--- src/rtl/bin2bcd_pkg.sv ---
// Shared types and constants for the sequential binary-to-BCD converter.
package bin2bcd_pkg;

  typedef enum logic [1:0] {
    IDLE  = 2'd0,
    SHIFT = 2'd1,
    DONE  = 2'd2
  } state_t;

  localparam int         DIGIT_W    = 4;
  localparam logic [3:0] ADJ_THRESH = 4'd5;
  localparam logic [3:0] ADJ_ADD    = 4'd3;

  // Bits needed for a counter that must hold the value w down to 0.
  function automatic int cnt_width(input int w);
    return $clog2(w + 1);
  endfunction

endpackage

--- src/rtl/bcd_digit_adj.sv ---
// Double-dabble digit correction: a BCD digit of 5 or more gets +3 so
// that the following left shift carries correctly into the next digit.
module bcd_digit_adj
  import bin2bcd_pkg::*;
(
  input  logic [3:0] digit,
  output logic [3:0] adjusted
);

  // Pure 4-bit add, no carry out; inputs 5..9 map to 8..12.
  always_comb begin
    adjusted = digit;
    if (digit >= ADJ_THRESH) begin
      adjusted = digit + ADJ_ADD;
    end
  end

endmodule

--- src/rtl/bin2bcd_seq.sv ---
// Sequential binary-to-BCD converter (shift-and-add-3, one bit per clock).
// Optional overflow flag: define BIN2BCD_OVF_EN to add the sticky ovf_o
// output, which reports when a digit carry falls off the top digit.
module bin2bcd_seq
  import bin2bcd_pkg::*;
#(
  parameter int W = 8,
  parameter int D = 3
) (
  input  logic                 clk,
  input  logic                 rst_b,
  input  logic                 start_i,
  input  logic [W-1:0]         bin_i,
  output logic                 busy_o,
  output logic                 done_o,
  output logic [DIGIT_W*D-1:0] bcd_o
`ifdef BIN2BCD_OVF_EN
  ,
  output logic                 ovf_o
`endif
);

  localparam int             SW       = DIGIT_W * D;
  localparam int             CW       = cnt_width(W);
  localparam logic [CW-1:0]  CNT_LOAD = CW'(W);
  localparam logic [CW-1:0]  CNT_ONE  = CW'(1);

  state_t          state_reg, state_next;
  logic [W-1:0]    bin_reg, bin_next;
  logic [SW-1:0]   scr_reg, scr_next;
  logic [SW-1:0]   scr_adj;
  logic [SW-1:0]   bcd_reg, bcd_next;
  logic [CW-1:0]   cnt_reg, cnt_next;
  logic            done_reg, done_next;
  logic            accept;
  logic [SW+W-1:0] shifted;

  // One correction unit per digit of the scratch register.
  generate
    for (genvar gi = 0; gi < D; gi++) begin : g_adj
      bcd_digit_adj u_adj (
        .digit    (scr_reg[gi*DIGIT_W +: DIGIT_W]),
        .adjusted (scr_adj[gi*DIGIT_W +: DIGIT_W])
      );
    end
  endgenerate

  // A new request is taken whenever no conversion is running.
  assign accept  = (state_reg != SHIFT) && start_i;

  // Shifting the whole {scratch, bin} word moves the bin MSB into scratch bit 0.
  assign shifted = {scr_adj, bin_reg} << 1;

  // Next-state and datapath update for the three-state control FSM.
  always_comb begin
    state_next = state_reg;
    bin_next   = bin_reg;
    scr_next   = scr_reg;
    bcd_next   = bcd_reg;
    cnt_next   = cnt_reg;
    done_next  = 1'b0;
    case (state_reg)
      IDLE, DONE: begin
        state_next = IDLE;
        if (accept) begin
          state_next = SHIFT;
          bin_next   = bin_i;
          scr_next   = '0;
          cnt_next   = CNT_LOAD;
        end
      end
      SHIFT: begin
        scr_next = shifted[SW+W-1:W];
        bin_next = shifted[W-1:0];
        cnt_next = cnt_reg - CNT_ONE;
        // Last bit: publish the complete result in one go.
        if (cnt_reg == CNT_ONE) begin
          state_next = DONE;
          bcd_next   = shifted[SW+W-1:W];
          done_next  = 1'b1;
        end
      end
      default: state_next = IDLE;
    endcase
  end

  // State and datapath registers; reset aborts any conversion in flight.
  always_ff @(posedge clk or negedge rst_b) begin
    if (!rst_b) begin
      state_reg <= IDLE;
      bin_reg   <= '0;
      scr_reg   <= '0;
      bcd_reg   <= '0;
      cnt_reg   <= '0;
      done_reg  <= 1'b0;
    end else begin
      state_reg <= state_next;
      bin_reg   <= bin_next;
      scr_reg   <= scr_next;
      bcd_reg   <= bcd_next;
      cnt_reg   <= cnt_next;
      done_reg  <= done_next;
    end
  end

  assign busy_o = (state_reg == SHIFT);
  assign done_o = done_reg;
  assign bcd_o  = bcd_reg;

`ifdef BIN2BCD_OVF_EN
  logic ovf_reg, ovf_next;

  // Sticky flag: the adjusted top bit is about to be shifted out.
  always_comb begin
    ovf_next = ovf_reg;
    if (accept) begin
      ovf_next = 1'b0;
    end else if (state_reg == SHIFT && scr_adj[SW-1]) begin
      ovf_next = 1'b1;
    end
  end

  // Overflow flag register.
  always_ff @(posedge clk or negedge rst_b) begin
    if (!rst_b) begin
      ovf_reg <= 1'b0;
    end else begin
      ovf_reg <= ovf_next;
    end
  end

  assign ovf_o = ovf_reg;
`endif

endmodule

--- config.mk ---
export PLATFORM = sky130hd
export DESIGN_NAME = bin2bcd_seq
export DESIGN_NICKNAME = d
export VERILOG_FILES = /design/src/rtl/bin2bcd_pkg.sv /design/src/rtl/bcd_digit_adj.sv /design/src/rtl/bin2bcd_seq.sv
export SDC_FILE = /design/constraint.sdc
export NUM_CORES = 1
export LEC_CHECK = 0
export CORE_MARGIN = 3
export CORE_UTILIZATION = 58
export DETAILED_ROUTE_END_ITERATION = 10
export PLACE_DENSITY = 0.89
export REMOVE_ABC_BUFFERS = 1
export SLEW_MARGIN = 20
export SYNTH_ARGS = -nofsm -noshare
export SYNTH_HDL_FRONTEND = slang
export SYNTH_SLANG_ARGS = --single-unit
--- constraint.sdc ---
create_clock -name clk -period 4.2 [get_ports clk]
set_input_delay 1.05 -clock clk [delete_from_list [all_inputs] [get_ports clk]]
set_output_delay 1.05 -clock clk [all_outputs]
set_load 0.01 [all_outputs]
==> flow_summary_export.csv, run 1 <==
group,metric,value,unit
placement,port_buffers,24,
route,wl_per_cell,14.77,µm
synth,async_reset_ff_frac,1.000,
power_and_ir_drop,leakage,1.018,nW
timing,tightest_slew,0.8472,ns
clocking,cts_hold_buf,0,
synth,synth_seq_cells,39,
synth,ys_types,30,
power_and_ir_drop,ir_drop,0.0005606,V
die,core_area,3078,µm²
die,rows,20,
critical_path,cp.arrival,2.20,ns
power_and_ir_drop,pwr-share-seq,0.379,
critical_path,worstPathRequired,3.15,ns
critical_path,worstSetupStartpoint,"state_reg[1]",
global_route,grt_max_degree,40,
global_route,grt_pass1_vias,1350,
critical_path,rr_worst_depth,5,
synth,ys_seq_area_frac,0.5176,
timing,finalHoldViolations,0,
worst_hold_path,hp-class,"register to register",
global_route,antenna_found_initial,0,
synth,syn-cell-area,1886,µm²
route,wl,3633,µm
critical_path,critPathKind,"register to primary output",
synth,synth_area_leaders,"dfrtp_1 (52%), nand2_1 (6.2%), ha_1 (5.3%)",
timing,rsz0062_at_grt,"false",
outcome,status,"finished, final reports clean",
cells_and_area,nets,220,
critical_path,worstReg2RegStart,"state_reg[1]",
critical_path,cp-start-kind,"register",
placement,gp_congestion,0.7872,
timing,fin_crit,3.245,ns
cells_and_area,diodes,0,
timing,min_period_over_period,0.7727,
clocking,cts_tree,"done",
power_and_ir_drop,intPower,1.111,mW
synth,synth.most_common_cell,"dfrtp_1",
cells_and_area,fillers,224,
route,route.vias.total,1340,
power_and_ir_drop,power_density,823.6,nW/µm²
timing,slew_viol_final,0,
timing,fmax,0.3081,GHz
critical_path,timing.rr.end,"bcd_o[10]",
power_and_ir_drop,switchingPower,0.7164,mW
critical_path,cp_max_fo,24,
route,drtPass1Iterations,4,
die,initial_core_util,0.6126,
global_route,grt_pass1_wl,6285,µm
timing,maxSlewHeadroom,0.4352,
global_route,overflow,0,
timing,setup_viol,0,
die,die_area,3971,µm²
route,drc,0,
cells_and_area,area_delta_synth_final,17.65,%
global_route,track_usage,0.2086,
route,via_per_inst,5.447,
power_and_ir_drop,comb_power_share,0.477,
die,die_h,63.02,µm
timing,finClkSkew,0.007062,ns
cells_and_area,drive_gt1_frac,0.1337,
route,ant_nets,0,
synth,yosysTopAreaCell,"dfrtp_1",
clocking,clock_latency,0.35,ns
synth,yosys_warnings,0,
die,die_x,63.02,µm
synth,yosys-top-cells-count,"dfrtp_1 (39), nand2_1 (31), o21ai_0 (15)",
die,io_pins,25,
power_and_ir_drop,p_clk_frac,0.144,
clocking,clkTransAtPathRegs,0.11,ns
synth,avgSynthCellArea,10.59,µm²
synth,synth_top_area_frac,0.5176,
clocking,postCtsResizedCells,0,
clocking,cts-root-buf,"clkbuf_4",
power_and_ir_drop,switching_share,0.3921,
cells_and_area,stdcell_count,246,
route,drt_iter0_drc,44,
placement,dp_hpwl,2580,µm
clocking,clock_path_buffers,2,
synth,synth_edf_count,0,
clocking,cts_buffers,5,
critical_path,critPathCaptureType,"primary output",
synth,syn_inst,178,
timing,setup_tns,0,ns
clocking,cts_setup_buffers,0,
placement,placed_cells,238,
clocking,h-tree-depth,2,
critical_path,endpoint,"busy_o",
job,maxCapViolCount,0,
critical_path,reg2reg_slack,2.19,ns
clocking,cts_sinks,39,
synth,synth_ff_type,"dfrtp_1",
[worst min path at each step]
stage	from	to	cells past startpoint
after floorplan	bin_reg[7]	bcd_o[0]	2
after global placement	bcd_o[4]	bcd_o[4]	2
after detailed placement	bcd_o[3]	bcd_o[3]	2
after CTS	bcd_o[3]	bcd_o[3]	2
after global routing	bcd_o[8]	bcd_o[8]	2
final	bcd_o[3]	bcd_o[3]	2
[per-layer routing]
metal | up-vias | global-route usage | wire length [µm]
met5 | - | 0 | 0
met4 | 0 | 0.09366 | 48
met3 | 7 | 0.06475 | 200
met2 | 39 | 0.3347 | 1812
met1 | 643 | 0.2571 | 1572
li1 | 651 | - | -
[cells in the final DEF, fill, tap and decap left out, drive strengths merged, types with 3 or more instances in the layout]
cell type	synthesis	routed
xnor2	4	4
nor3b	6	6
a31oi	7	7
nand2	32	32
mux2i	3	3
ha	8	8
clkdlybuf4s50	0	23
a22o	8	8
mux2	6	6
inv	11	11
clkbuf	2	6
dfrtp	39	39
nor2	9	9
a21oi	8	8
nor3	3	3
nand3	3	3
o21ai	15	15
nand2b	5	5
[power groups by stage]
stage | Combinational (mW) | Sequential [mW] | Clock [mW]
2_1_floorplan | 0.578 | 0.692 | 0
3_3_place_gp | 0.818 | 0.683 | 0
3_5_place_dp | 0.872 | 0.697 | 0
4_1_cts | 0.876 | 0.691 | 0.272
5_1_grt | 0.970 | 0.723 | 0.288
6_report | 0.871 | 0.693 | 0.263
[critical path, stage by stage, from the launching register on]
cell and delay (ns):
dfrtp_1 0.37, nand2b_1 0.52, inv_4 0.37, clkdlybuf4s50_1 0.58
[cell families after synthesis]
kind of cell	share of synthesized area
buf+inv	0.04777
compound gates	0.1367
simple gates	0.1579
flops	0.5176
xor+xnor	0.02322
mux	0.06371
fa+ha+maj	0.05309
[per-stage QoR]
| step | hold WS (ns) | instance area (µm²) | power (mW) | worst slack [ns] | util |
|---|---|---|---|---|---|
| 2_1_floorplan | 0.4611 | 1842 | 1.270 | 2.120 | - |
| 3_3_place_gp | 0.4608 | 2132 | 1.501 | 1.378 | 0.6927 |
| 3_5_place_dp | 0.4753 | 2132 | 1.569 | 1.355 | 0.6927 |
| 4_1_cts | 0.5018 | 2218 | 1.839 | 0.9444 | 0.7207 |
| 5_1_grt | 0.5399 | 2218 | 1.981 | 0.7805 | 0.7207 |
| 6_report | 0.4933 | 2218 | 1.827 | 0.9547 | 0.7207 |
[area by class of cell]
cell class / instances / area [µm²] / share of cell area
Timing Repair Buffer: 24 / 235.2 / 0.1060
Tap cell: 44 / 55.05 / 0.02482
Multi-Input combinational cell: 120 / 819.5 / 0.3694
Clock inverter: 2 / 35.03 / 0.01579
Sequential cell: 39 / 975.9 / 0.4399
Clock buffer: 6 / 51.30 / 0.02312
Inverter: 11 / 46.29 / 0.02087
Power figures use the tool's default switching activity.
==> run 2, diff against run 1 <==
--- a/config.mk
+++ b/config.mk
@@ -6,9 +6,9 @@
 export NUM_CORES = 1
 export LEC_CHECK = 0
 export CORE_MARGIN = 3
-export CORE_UTILIZATION = 58
+export CORE_UTILIZATION = 54
 export DETAILED_ROUTE_END_ITERATION = 10
-export PLACE_DENSITY = 0.89
+export PLACE_DENSITY = 0.84
 export REMOVE_ABC_BUFFERS = 1
 export SLEW_MARGIN = 20
 export SYNTH_ARGS = -nofsm -noshare
==> constraint.sdc (replaced) <==
create_clock -name clk -period 3.2 [get_ports clk]
set_input_delay 0.8 -clock clk [delete_from_list [all_inputs] [get_ports clk]]
set_output_delay 0.8 -clock clk [all_outputs]
set_load 0.01 [all_outputs]
==> run 2 against run 1 <==
Compared with the run above:
- die area up 6.7%
- sequential power rose by 31%
- clock-buffer cell count up 2
- critical path depth did not move
- worst hold slack got worse by 0.0042 ns
- global-route usage shrank 1.3 points
- design area decreased by 0.11%
- clock skew rose by 0.00077 ns
- via count fell by 1.1%
- first-iteration DRC count fell by 11%
- largest cell class unchanged
- highest routed layer unchanged
==> flow_summary_export.csv, run 2 (synthesis gave the netlist of run 1 again) <==
group,metric,value,unit
outcome,status,"finished, final reports clean",
global_route,overflow,0,
clocking,cts_setup_buffers,0,
route,drtPass1Iterations,4,
critical_path,cp-start-kind,"register",
critical_path,cp_max_fo,14,
power_and_ir_drop,power_density,1048,nW/µm²
die,rows,20,
timing,setup_viol,0,
global_route,antenna_found_initial,0,
timing,maxSlewHeadroom,0.4351,
route,drt_iter0_drc,39,
critical_path,worstSetupStartpoint,"state_reg[1]",
timing,fin_crit,2.451,ns
die,io_pins,25,
critical_path,critPathCaptureType,"primary output",
cells_and_area,layout_common_cells,"dfrtp_1 (39), nand2_1 (31), clkdlybuf4s50_1 (23)",
clocking,clock_path_buffers,2,
clocking,cts_sinks,39,
global_route,grt_pass1_vias,1365,
route,drc,0,
cells_and_area,diodes,0,
critical_path,cp.arrival,1.65,ns
placement,port_buffers,24,
cells_and_area,layout_commonest_cell,"dfrtp_1",
die,core_area,3178,µm²
route,ant_nets,0,
clocking,cts_buffers,5,
cells_and_area,fin_util,0.6972,
cells_and_area,area_delta_synth_final,17.52,%
timing,min_period_over_period,0.7660,
route,via_per_inst,5.343,
cells_and_area,multi_input_area,819.5,µm²
die,initial_core_util,0.5933,
timing,rsz0062_at_grt,"false",
timing,slew_viol_final,0,
die,die_area,4237,µm²
power_and_ir_drop,ir_drop,0.0005948,V
clocking,clock_latency,0.34,ns
timing,tightest_slew,0.8473,ns
global_route,grt_max_degree,40,
clocking,cts_hold_buf,0,
global_route,track_usage,0.1954,
timing,finalHoldViolations,0,
route,wl_per_cell,14.07,µm
route,wl,3489,µm
placement,gp_congestion,0.8206,
global_route,grt_pass1_wl,6161,µm
clocking,clkTransAtPathRegs,0.11,ns
cells_and_area,drive_gt1_frac,0.1373,
route,route.vias.total,1325,
cells_and_area,nets,222,
cells_and_area,fillers,263,
timing,finClkSkew,0.007830,ns
critical_path,worstPathRequired,2.40,ns
power_and_ir_drop,leakage,1.018,nW
clocking,cts-root-buf,"clkbuf_4",
clocking,h-tree-depth,2,
critical_path,critPathKind,"register to primary output",
timing,fmax,0.4079,GHz
clocking,cts_tree,"done",
clocking,postCtsResizedCells,0,
worst_hold_path,min_from,"bcd_o[11]",
die,die_h,65.09,µm
die,die_x,65.09,µm
placement,dp_hpwl,2469,µm
cells_and_area,seq_area,975.9,µm²
timing,setup_tns,0,ns
job,maxCapViolCount,0,
worst_hold_path,hp-class,"register to register",
critical_path,worstReg2RegStart,"cnt_reg[1]",
## run 2: layout make-up
type                       instances  area share
multi-input combinational        120      0.3698
timing repair buffer              26      0.1129
inverter                          11     0.02089
clock buffer                       8     0.03106
sequential                        39      0.4404
tap                               44     0.02484
## run 2: final timing paths
kind                         endpoint  slack (ns)  depth (start not counted)
max in group asynchronous  bin_reg[2]        2.12                          1
min in group asynchronous  scr_reg[7]        0.55                          1
setup / recovery               busy_o        0.75                          3
setup reg to reg             bcd_o[1]        1.55                          6
hold reg to reg             bcd_o[11]        0.49                          2
hold / removal              bcd_o[11]        0.49                          2
## run 2: where the power goes
part / leakage, nW / internal [mW] / switching, mW
Clock: 0.0386 / 0.129 / 0.153
Combinational: 0.496 / 0.564 / 0.569
Sequential: 0.484 / 0.718 / 0.188
## run 2: through the flow
step	worst slack, ns	instances	hold slack, ns	power (mW)	cell area [µm²]
floorplan	1.370	170	0.4611	1.667	1842
global placement	1.116	240	0.4602	1.994	2147
detailed placement	1.056	240	0.4629	2.053	2147
CTS	0.7271	248	0.4994	2.349	2216
global route	0.6603	248	0.5226	2.528	2216
finish	0.7487	248	0.4890	2.321	2216
## run 2: layer usage
layer,up-vias,global-route usage,part of all wire
li1,650,-,-
met1,631,0.2395,0.44
met2,36,0.3116,0.49
met3,8,0.06325,0.046
met4,0,0.09585,0.028
met5,-,0,0
## run 2: critical path, stage by stage, from the launching register on
cell and delay, ns:
dfrtp_1 0.37, nand2b_1 0.19, inv_4 0.18, clkdlybuf4s50_1 0.57
==> run 3, diff against run 2 <==
--- a/config.mk
+++ b/config.mk
@@ -6,9 +6,9 @@
 export NUM_CORES = 1
 export LEC_CHECK = 0
 export CORE_MARGIN = 3
-export CORE_UTILIZATION = 54
+export CORE_UTILIZATION = 49
 export DETAILED_ROUTE_END_ITERATION = 10
-export PLACE_DENSITY = 0.84
+export PLACE_DENSITY = 0.81
 export REMOVE_ABC_BUFFERS = 1
 export SLEW_MARGIN = 20
 export SYNTH_ARGS = -nofsm -noshare
==> constraint.sdc (replaced) <==
create_clock -name clk -period 2.2 [get_ports clk]
set_input_delay 0.55 -clock clk [delete_from_list [all_inputs] [get_ports clk]]
set_output_delay 0.55 -clock clk [all_outputs]
set_load 0.01 [all_outputs]
==> run 3 against run 2 <==
Compared with the run above:
- worst hold slack lost 0.14 ns
- sequential power grew 46%
- worst setup slack lost 0.64 ns
- via count grew 1.4%
- clock-buffer cell count shrank 3
- register-to-register slack lost 1.0 ns
- critical endpoint unchanged
- largest cell class unchanged
- highest routed layer unchanged
==> flow_summary_export.csv, run 3 (synthesis gave the netlist of run 1 again) <==
group,metric,value,unit
cells_and_area,area_delta_synth_final,20.11,%
placement,dp_hpwl,2548,µm
clocking,clkTransAtPathRegs,0.08,ns
timing,finClkSkew,0.009466,ns
timing,setup_viol,0,
route,route.vias.total,1344,
cells_and_area,drive_gt1_frac,0.1422,
timing,fin_hold_ws,0.3457,ns
global_route,grt_max_degree,40,
route,wl,3585,µm
power_and_ir_drop,power,3.581,mW
timing,fin_crit,2.093,ns
clocking,cts_tree,"done",
critical_path,worstPathRequired,1.65,ns
timing,rsz0062_at_grt,"false",
route,via_per_inst,5.376,
cells_and_area,multi_input_area,819.5,µm²
global_route,antenna_found_initial,0,
timing,min_period_over_period,0.9515,
timing,setup_tns,0,ns
timing,fmax,0.4777,GHz
outcome,status,"finished, final reports clean",
clocking,clock_path_buffers,2,
clocking,cts_sinks,39,
power_and_ir_drop,ir_drop,0.0007729,V
die,die_area,4628,µm²
die,die_x,68.03,µm
die,rows,21,
critical_path,critPathKind,"register to primary output",
route,ant_nets,0,
critical_path,cp-start-kind,"register",
critical_path,worstReg2RegStart,"cnt_reg[1]",
clocking,clock_latency,0.30,ns
power_and_ir_drop,power_density,1581,nW/µm²
cells_and_area,layout_common_cells,"dfrtp_1 (39), nand2_1 (31), clkdlybuf4s50_1 (23)",
die,die_h,68.03,µm
power_and_ir_drop,leakage,1.038,nW
global_route,grt_pass1_wl,6051,µm
cells_and_area,fin_area,2265,µm²
cells_and_area,fin_util,0.6432,
cells_and_area,nets,222,
timing,slew_viol_final,0,
route,drc,0,
critical_path,cp.arrival,1.54,ns
worst_hold_path,hp-class,"input pin to async pin",
placement,gp_congestion,0.8136,
die,io_pins,25,
timing,maxSlewHeadroom,0.4512,
timing,finalHoldViolations,0,
route,drt_iter0_drc,51,
job,maxCapViolCount,0,
global_route,track_usage,0.1792,
cells_and_area,seq_area,975.9,µm²
placement,placed_area,2150,µm²
route,drtPass1Iterations,4,
clocking,cts_hold_buf,0,
clocking,h-tree-depth,2,
die,initial_core_util,0.5355,
critical_path,critPathCaptureType,"primary output",
placement,port_buffers,24,
cells_and_area,fillers,303,
die,core_area,3521,µm²
critical_path,cp_max_fo,14,
global_route,grt_pass1_vias,1287,
global_route,overflow,0,
cells_and_area,layout_commonest_cell,"dfrtp_1",
clocking,cts_buffers,5,
timing,tightest_slew,0.8231,ns
clocking,cts-root-buf,"clkbuf_8",
cells_and_area,diodes,0,
critical_path,reg2reg_slack,0.53,ns
critical_path,worstSetupStartpoint,"state_reg[1]",
route,wl_per_cell,14.34,µm
==> run 3: changes by cell type in the layout (fill, tap and decap cells not counted), sizes merged <==
cell / change
clkbuf: -3
clkinv: +3
bufinv: +1
inv: -1
==> run 3: final timing paths <==
kind	to	cells past startpoint
max reg2reg	bcd_o[5]	6
min	bcd_o[3]	1
min reg2reg	bcd_o[3]	2
max	busy_o	3
min in group clk	bcd_o[3]	2
max in group asynchronous	cnt_reg[0]	1
==> run 3: power by group <==
group	total (mW)	switching (mW)	leakage (nW)	internal [mW]
sequential	1.32	0.277	0.484	1.05
combinational	1.66	0.836	0.496	0.824
clock	0.598	0.261	0.0581	0.338
total	3.58	1.37	1.04	2.21
==> run 3: stage by stage <==
stage	setup slack [ns]	cells
final	0.1067	250
after global routing	0.03188	250
after CTS	0.04549	250
after detailed placement	0.3606	242
after global placement	0.3908	242
after floorplan	0.4976	170
==> run 3: routing by layer <==
metal | track usage | wire length [µm] | vias to the layer above
met5 | 0 | 0 | -
met4 | 0.07444 | 69 | 0
met3 | 0.04433 | 189 | 9
met2 | 0.2876 | 1712 | 33
met1 | 0.2303 | 1613 | 652
li1 | - | - | 650
==> run 3: repair_timing <==
item,CTS,global route
resized for setup,0,1
setup buffers,0,0
endpoints found under the setup margin,0,1
==> run 3: cell type report <==
class	instances	share of cell area
multi-input combinational	120	0.3619
timing repair buffer	26	0.1105
clock buffer	5	0.03039
inverter	11	0.02155
sequential	39	0.4309
clock inverter	3	0.01934
tap	46	0.02541
==> run 3: critical path: stages, from the launching register on <==
cell and delay, ns:
dfrtp_1 0.36, nand2b_1 0.19, clkinv_4 0.15, clkdlybuf4s50_1 0.55
